`config.mk`:
```
export PLATFORM = sky130hd
export DESIGN_NAME = regfile_read_port
export DESIGN_NICKNAME = d
export VERILOG_FILES = /design/src/rtl/rf_pkg.sv /design/src/rtl/rf_read_mux.sv /design/src/rtl/regfile_read_port.sv
export SDC_FILE = /design/constraint.sdc
export NUM_CORES = 1
export LEC_CHECK = 0
export CORE_MARGIN = 4
export CORE_UTILIZATION = 47
export CTS_CLUSTER_SIZE = 16
export DETAILED_ROUTE_END_ITERATION = 8
export GPL_ROUTABILITY_DRIVEN = 0
export MAX_ROUTING_LAYER = met4
export PLACE_DENSITY_LB_ADDON = 0.12
export REMOVE_ABC_BUFFERS = 1
export SLEW_MARGIN = 30
export SYNTH_ARGS = -nofsm -noshare
export SYNTH_HDL_FRONTEND = slang
export SYNTH_SLANG_ARGS = --single-unit
```
`constraint.sdc`:
```
create_clock -name clk -period 3.85 [get_ports clk]
set_input_delay 0.5775 -clock clk [delete_from_list [all_inputs] [get_ports clk]]
set_output_delay 0.5775 -clock clk [all_outputs]
set_load 0.05 [all_outputs]
```
`src/rtl/rf_pkg.sv`:
```
// Shared constants and FSM state type for the register-bank read port.
// Used by rf_read_mux and regfile_read_port.
package rf_pkg;

  localparam int RF_WIDTH    = 16;
  localparam int RF_NUM_REGS = 8;
  localparam int RF_ADDR_W   = 3;

  typedef enum logic {
    RF_IDLE = 1'b0,
    RF_DUMP = 1'b1
  } rf_state_e;

endpackage

```
`src/rtl/rf_read_mux.sv`:
```
// Combinational register select: index -> WIDTH-bit register value.
// With RF_BYPASS_EN defined, a same-cycle write to the selected register is forwarded.
module rf_read_mux
  import rf_pkg::*;
#(
  parameter int WIDTH    = RF_WIDTH,
  parameter int NUM_REGS = RF_NUM_REGS,
  parameter int ADDR_W   = $clog2(NUM_REGS)
) (
  input  logic [NUM_REGS*WIDTH-1:0] bank,
  input  logic [ADDR_W-1:0]         sel,
  input  logic                      wr_en,
  input  logic [ADDR_W-1:0]         wr_idx,
  input  logic [WIDTH-1:0]          wr_data,
  output logic [WIDTH-1:0]          data
);

  logic [WIDTH-1:0] regs [NUM_REGS];

  for (genvar i = 0; i < NUM_REGS; i++) begin : g_unpack
    assign regs[i] = bank[i*WIDTH +: WIDTH];
  end

`ifdef RF_BYPASS_EN
  always_comb begin
    // NOTE: give every always_comb output a value on every path (default first) so no latch is inferred.
    data = regs[sel];
    if (wr_en && (wr_idx == sel)) data = wr_data;
  end
`else
  // The write snoop only matters when forwarding is built in.
  logic unused_wr;
  assign unused_wr = ^{wr_en, wr_idx, wr_data};

  always_comb begin
    data = regs[sel];
  end
`endif

endmodule

```
`src/rtl/regfile_read_port.sv`:
```
// Two-operand read port with a registered 1-cycle output stage and a sequential dump mode.
// Optional same-cycle write forwarding is enabled by defining RF_BYPASS_EN.
module regfile_read_port
  import rf_pkg::*;
#(
  parameter  int WIDTH    = RF_WIDTH,
  parameter  int NUM_REGS = RF_NUM_REGS,
  localparam int ADDR_W   = $clog2(NUM_REGS)
) (
  input  logic                      clk,
  input  logic                      reset,
  input  logic [NUM_REGS*WIDTH-1:0] regBank,
  input  logic                      regWrite,
  input  logic [ADDR_W-1:0]         writeReg,
  input  logic [WIDTH-1:0]          writeData,
  input  logic                      rdValid,
  output logic                      rdReady,
  input  logic [ADDR_W-1:0]         rdAddrA,
  input  logic [ADDR_W-1:0]         rdAddrB,
  input  logic                      dumpStart,
  output logic                      dumpBusy,
  output logic                      outValid,
  input  logic                      outReady,
  output logic                      outDump,
  output logic [WIDTH-1:0]          outA,
  output logic [WIDTH-1:0]          outB
);

  localparam logic [ADDR_W-1:0] LAST_IDX = ADDR_W'(NUM_REGS - 1);

  rf_state_e         state, state_next;
  logic [ADDR_W-1:0] dump_cnt, dump_cnt_next;
  logic              out_free;
  logic              load_rd;
  logic              load_dump;
  logic [WIDTH-1:0]  data_a, data_b, data_dump;
  logic [WIDTH-1:0]  next_a, next_b;

  rf_read_mux #(.WIDTH(WIDTH), .NUM_REGS(NUM_REGS), .ADDR_W(ADDR_W)) u_mux_a (
    .bank   (regBank),
    .sel    (rdAddrA),
    .wr_en  (regWrite),
    .wr_idx (writeReg),
    .wr_data(writeData),
    .data   (data_a)
  );

  rf_read_mux #(.WIDTH(WIDTH), .NUM_REGS(NUM_REGS), .ADDR_W(ADDR_W)) u_mux_b (
    .bank   (regBank),
    .sel    (rdAddrB),
    .wr_en  (regWrite),
    .wr_idx (writeReg),
    .wr_data(writeData),
    .data   (data_b)
  );

  rf_read_mux #(.WIDTH(WIDTH), .NUM_REGS(NUM_REGS), .ADDR_W(ADDR_W)) u_mux_dump (
    .bank   (regBank),
    .sel    (dump_cnt),
    .wr_en  (regWrite),
    .wr_idx (writeReg),
    .wr_data(writeData),
    .data   (data_dump)
  );

  // The output stage can take a new beat whenever it is empty or being drained this cycle.
  assign out_free = !outValid || outReady;
  assign rdReady  = (state == RF_IDLE) && !dumpStart && out_free;
  assign dumpBusy = (state == RF_DUMP);
  assign load_rd  = rdValid && rdReady;

  always_comb begin
    state_next    = state;
    dump_cnt_next = dump_cnt;
    load_dump     = 1'b0;
    case (state)
      RF_IDLE: begin
        if (dumpStart && out_free) state_next = RF_DUMP;
      end
      RF_DUMP: begin
        if (out_free) begin
          load_dump = 1'b1;
          if (dump_cnt == LAST_IDX) begin
            state_next    = RF_IDLE;
            dump_cnt_next = '0;
          end else begin
            dump_cnt_next = dump_cnt + 1'b1;
          end
        end
      end
      default: state_next = RF_IDLE;
    endcase
  end

  assign next_a = load_dump ? data_dump : data_a;
  assign next_b = load_dump ? {{(WIDTH - ADDR_W){1'b0}}, dump_cnt} : data_b;

  // NOTE: sequential state uses non-blocking assignments so every flop samples pre-edge values.
  always_ff @(posedge clk or negedge reset) begin
    if (!reset) begin
      state    <= RF_IDLE;
      dump_cnt <= '0;
    end else begin
      state    <= state_next;
      dump_cnt <= dump_cnt_next;
    end
  end

  always_ff @(posedge clk or negedge reset) begin
    if (!reset) begin
      outValid <= 1'b0;
      outDump  <= 1'b0;
      outA     <= '0;
      outB     <= '0;
    end else if (load_rd || load_dump) begin
      outValid <= 1'b1;
      outDump  <= load_dump;
      outA     <= next_a;
      outB     <= next_b;
    end else if (outReady) begin
      outValid <= 1'b0;
    end
  end

endmodule

```
==> results of run 1 <==
[how the worst max path moves through the flow]
stage / end / slack [ps] / cells past startpoint
global route: rdReady / 1070 / 4
CTS: rdReady / 1220 / 4
global placement: outB[1]$_DFFE_PN0P_ / 1200 / 5
detailed placement: outB[1]$_DFFE_PN0P_ / 1160 / 5
finish: rdReady / 1220 / 4
floorplan: outA[10]$_DFFE_PN0P_ / 540 / 4
[through the flow]
step / setup slack [ps] / hold slack [ps]
4_1_cts: 1217 / 453.5
3_5_place_dp: 1159 / 474.5
3_3_place_gp: 1205 / 468.1
5_1_grt: 1067 / 289.7
6_report: 1225 / 242.9
2_1_floorplan: 536.5 / 281.9
[cells by family after synthesis]
family	share of synthesized area, %
DFF	20.84
buffers and inverters	7.597
and+or+nand+nor	4.608
adders and majority gates	0.5485
muxes	52.93
AOI/OAI and AO/OA	13.47
[registers in the layout, summed over array words and instances, names as in the netlist]
| signal | flops |
|---|---|
| outA | 16 |
| outB | 16 |
| dump_cnt | 3 |
| dumpBusy | 1 |
| outDump | 1 |
| outValid | 1 |
[report_power, final]
part	internal [W]	total, W	switching, W
sequential	0.000534	0.000784	0.000250
combinational	0.000883	0.00194	0.00106
clock	0.000181	0.000340	0.000159
total	0.00160	0.00306	0.00147
[area by class of cell]
type / count / area (sq um) / area share (%)
Timing Repair Buffer: 181 / 1772 / 28.26
Tap cell: 129 / 161.4 / 2.575
Sequential cell: 38 / 954.7 / 15.23
Clock buffer: 8 / 110.1 / 1.756
Multi-Input combinational cell: 293 / 3271 / 52.18
[cells in the mapped netlist, drive strengths merged]
cell / number / share of area, %
nand3: 1 / 0.11
nor3: 3 / 0.33
a211oi: 1 / 0.16
mux2i: 92 / 20
nand3b: 1 / 0.25
a32oi: 16 / 3.1
buf: 30 / 5.7
nor2: 1 / 0.14
o21a: 1 / 0.16
nand2: 21 / 1.7
clkbuf: 10 / 1.9
mux4: 64 / 33
mux2: 1 / 0.25
ha: 2 / 0.55
dfrtp: 38 / 21
or3: 1 / 0.14
o211ai: 1 / 0.16
a21oi: 3 / 0.33
nor2b: 5 / 0.69
and2: 2 / 0.27
a211o: 1 / 0.19
a21o: 1 / 0.16
a31oi: 2 / 0.27
o21ai: 35 / 3.8
nand2b: 5 / 0.69
a22oi: 29 / 4.8
and3: 2 / 0.27
o31ai: 2 / 0.33
[metal layers]
| layer | part of all wire (%) | track usage [%] | vias to the layer above |
|---|---|---|---|
| met5 | 0 | - | - |
| met1 | 42 | 35.38 | 2097 |
| met4 | 1.5 | 7.580 | 0 |
| met3 | 8.1 | 4.857 | 17 |
| li1 | - | - | 1859 |
| met2 | 49 | 43.85 | 207 |
[critical path, stage by stage]
cell and delay (ps):
clkdlybuf4s50_1 470, nor2b_1 60, nor3_1 120, clkdlybuf4s50_1 820
==> flow_summary.json, run 1 <==
{
  "clk_latency_ps": 300,
  "core-area_sq_mm": 0.009328,
  "syn_area_per_cell_sq_um": 12.30,
  "path_clk_slew_ps": 90,
  "r2r_slack_ps": 1620,
  "ant_nets": 0,
  "worst_pin_slew_ps": 1016,
  "place_hpwl_um": 10300,
  "min_period_over_period_pct": 68.19,
  "status": "completed",
  "synth_cells": 371,
  "yosys_warnings": 0,
  "placed_cells": 641,
  "report.final.slew_viol_count": 0,
  "fp.dieH_um": 106.5,
  "grt_pass1_wl_um": 23700,
  "antenna_found_initial": 0,
  "worst_setup_path_start_kind": "input pin",
  "period_needed_ps": 2625,
  "pin_count": 195,
  "tns_ps": 0,
  "diodes": 0,
  "grtUsageTotal_pct": 27.10,
  "power_w": 0.003064,
  "post_cts_buffers": 0,
  "cp.required_ps": 3270,
  "die_area_sq_mm": 0.01135,
  "clock_skew_ps": 8.117,
  "r2r_end": "outA[5]$_DFFE_PN0P_",
  "ctsResizeCount": 0,
  "r2r_start": "dump_cnt[0]$_DFFE_PN0P_",
  "hold_class": "input pin to async pin",
  "cellPowerDensity_mw_per_mm2": 488.8,
  "fill_cells": 751,
  "ys_types": 36,
  "final_cell_area_sq_mm": 0.006269,
  "area_growth_syn_to_layout_pct": 37.41,
  "numCtsBuffers": 5,
  "cts_tree": "done",
  "layout_common_cells": "clkdlybuf4s50_1, mux2i_1, mux4_2",
  "relSlewSlack_pct": 32.27,
  "post_dp_cell_area_sq_mm": 0.006156,
  "max-cap-violations": 0,
  "cts_htree_levels": 2,
  "hold_viol_final": 0,
  "drtIter0Drc": 240,
  "max_freq_mhz": 380.9,
  "fin_nets": 680,
  "grt_max_degree": 50,
  "peakVddDrop_uv": 278.6,
  "drive_gt1_share_pct": 15.00,
  "mostFrequentLayoutCell": "clkdlybuf4s50_1",
  "grt_setup_unrepaired": "no",
  "wl_per_cell_um": 22.75,
  "via_count": 4180,
  "fin_util_pct": 67.20,
  "critical_path_peak_fanout": 2,
  "via_per_inst": 6.441,
  "r2r_cells": 4,
  "initial_core_util_pct": 48.91,
  "hold_buffers": 0,
  "synth_seq_cells": 38,
  "io_buffers": 174,
  "setup_viol": 0,
  "grt_overflow_total": 0,
  "drc": 0,
  "p_leak_nw": 2.455,
  "die_x_um": 106.5,
  "end_kind": "output pin",
  "totalWireLength_um": 14760,
  "root_buffer": "clkbuf_8",
  "syn_area_sq_mm": 0.004562,
  "instances_no_fill": 649,
  "clk_path_buf_depth": 2,
  "criticalPathCategory": "input pin to output pin",
  "critPathArrivalTime_ps": 2050,
  "worstSetupStartpoint": "outReady",
  "rows": 35,
  "dr.pass1.iters": 4,
  "grt_pass1_vias": 4600,
  "clock-sinks": 38,
  "synth_seq_area_share_pct": 20.84
}
Note: power is estimated with default switching activity, not from simulation.
==> inputs of run 2 (changes only) <==
Settings changed: CORE_UTILIZATION 47 to 40.
Clock period 3.85 ns to 2.2 ns, I/O delays scaled along.
==> flow_summary.json, run 2 (same netlist as run 1, synthesis figures left out) <==
{
  "clk_path_buf_depth": 2,
  "grtUsageTotal_pct": 24.12,
  "placed_cells": 669,
  "grt_pass1_wl_um": 24280,
  "fp.dieH_um": 114.8,
  "grt_setup_unrepaired": "no",
  "cp.required_ps": 1870,
  "internal-power_w": 0.003041,
  "place_hpwl_um": 11330,
  "min_path_cells": 2,
  "crit_slowest_cell": "clkdlybuf4s50_1",
  "worstPathCellList": "clkdlybuf4s50_1",
  "die_x_um": 114.8,
  "instances_no_fill": 679,
  "totalWireLength_um": 15570,
  "whs_endpoint": "outB[7]$_DFFE_PN0P_",
  "pwr-share-seq_pct": 22.1,
  "ctsResizeCount": 0,
  "drc": 0,
  "worst_pin_slew_ps": 535.4,
  "layout_common_cells": "clkdlybuf4s50_1, mux2i_1, mux4_2",
  "critical_path_peak_fanout": 10,
  "initial_core_util_pct": 41.54,
  "max_freq_mhz": 502.9,
  "numCtsBuffers": 5,
  "antenna_found_initial": 0,
  "rows": 38,
  "pin_count": 195,
  "grt_overflow_total": 0,
  "grt_max_degree": 38,
  "wl_per_cell_um": 22.92,
  "via_count": 4264,
  "fin_nets": 699,
  "min_period_over_period_pct": 90.38,
  "power_frac_comb_pct": 65.5,
  "drtIter0Drc": 345,
  "end_kind": "output pin",
  "crit_family": "buffers and inverters",
  "relSlewSlack_pct": 64.19,
  "hold_viol_final": 0,
  "root_buffer": "clkbuf_16",
  "area_growth_syn_to_layout_pct": 43.64,
  "cts_tree": "done",
  "drive_gt1_share_pct": 17.84,
  "p_clk_share_pct": 12.3,
  "r2r_cells": 5,
  "peakVddDrop_uv": 454.8,
  "fin_util_pct": 59.66,
  "final_cell_area_sq_mm": 0.006553,
  "report.final.slew_viol_count": 0,
  "cts_htree_levels": 2,
  "r2r_end": "outA[2]$_DFFE_PN0P_",
  "power_switching_w": 0.002628,
  "hold_class": "flop to flop",
  "r2r_start": "dump_cnt[0]$_DFFE_PN0P_",
  "via_per_inst": 6.280,
  "worst_setup_path_start_kind": "flop",
  "max-cap-violations": 0,
  "post_dp_cell_area_sq_mm": 0.006377,
  "path_clk_slew_ps": 60,
  "io_buffers": 174,
  "ant_nets": 0,
  "cp_num_buf_inv": 1,
  "critPathMaxStageDelay_ps": 870,
  "r2r_slack_ps": 410,
  "critPathArrivalTime_ps": 1660,
  "clk_latency_ps": 280,
  "grt_pass1_vias": 4617,
  "top_regs": "outA: 16 flops, outB: 16 flops, dump_cnt: 3 flops",
  "dr.pass1.iters": 5,
  "clock-sinks": 38,
  "core-area_sq_mm": 0.01098,
  "status": "completed",
  "cellPowerDensity_mw_per_mm2": 865.2,
  "setup_viol": 0,
  "swShare_pct": 46.36,
  "clock_skew_ps": 6.062,
  "mostFrequentLayoutCell": "clkdlybuf4s50_1",
  "criticalPathCategory": "flop to output pin",
  "period_needed_ps": 1988,
  "die_area_sq_mm": 0.01318,
  "hp-start": "outB[7]$_DFFE_PN0P_",
  "worstSetupStartpoint": "dumpBusy$_DFF_PN0_",
  "p_leak_nw": 2.593
}
-- run 2: worst max-delay path by stage --
stage | endpoint | slack [ps] | cells past startpoint
6_report | dumpBusy | 210 | 1
3_5_place_dp | outB[2]$_DFFE_PN0P_ | 100 | 5
4_1_cts | dumpBusy | 200 | 1
3_3_place_gp | outB[2]$_DFFE_PN0P_ | 150 | 5
5_1_grt | dumpBusy | 160 | 1
2_1_floorplan | outA[10]$_DFFE_PN0P_ | -1110 | 4
-- run 2: power groups by stage --
stage                     registers, W  clock network (W)  logic, W
after detailed placement       0.00125                  0   0.00368
after floorplan                0.00202                  0   0.00151
after global placement         0.00127                  0   0.00363
after CTS                      0.00125           0.000717   0.00369
final                          0.00125           0.000699   0.00372
after global routing           0.00129           0.000743   0.00395
-- run 2: what timing repair did --
action,4_1_cts,5_1_grt
hold endpoints to repair,13,0
setup buffers,0,0
hold buffers,1,0
-- run 2: routing by layer --
layer	GRT usage (%)	part of all wire, %
met1	32.33	42
met2	38.88	48
met3	3.947	8.9
met4	5.399	1.4
met5	-	0
-- run 2: worst reg2reg max path: stages, from the launching register on --
cell	delay [ps]
dfrtp_4	640
buf_4	340
mux2i_1	260
a22oi_1	120
a32oi_1	220
o21ai_1	90
-- run 2: stage by stage --
stage | worst slack [ps] | power [W] | setup TNS [ps] | hold WS (ps)
2_1_floorplan | -1113 | 0.003522 | -16920 | 34.41
3_3_place_gp | 145.5 | 0.004896 | 0 | 269.3
3_5_place_dp | 103.8 | 0.004936 | 0 | 271.9
4_1_cts | 202.6 | 0.005662 | 0 | 489.5
5_1_grt | 160.4 | 0.005987 | 0 | 504.5
6_report | 211.6 | 0.005669 | 0 | 483.6
-- run 2: cell type report --
cell class	instances	area [sq um]
Antenna cell	1	2.502
Clock buffer	5	125.1
Clock inverter	2	10.01
Fill cell	955	4431
Multi-Input combinational cell	293	3278
Sequential cell	38	954.7
Tap cell	140	175.2
Timing Repair Buffer	200	2007
==> inputs of run 3 (changes only) <==
Settings changed: CTS_CLUSTER_SIZE 16 to unset.
==> results of run 3 <==
The final DEF is identical to that of run 2; final timing and power are the same.
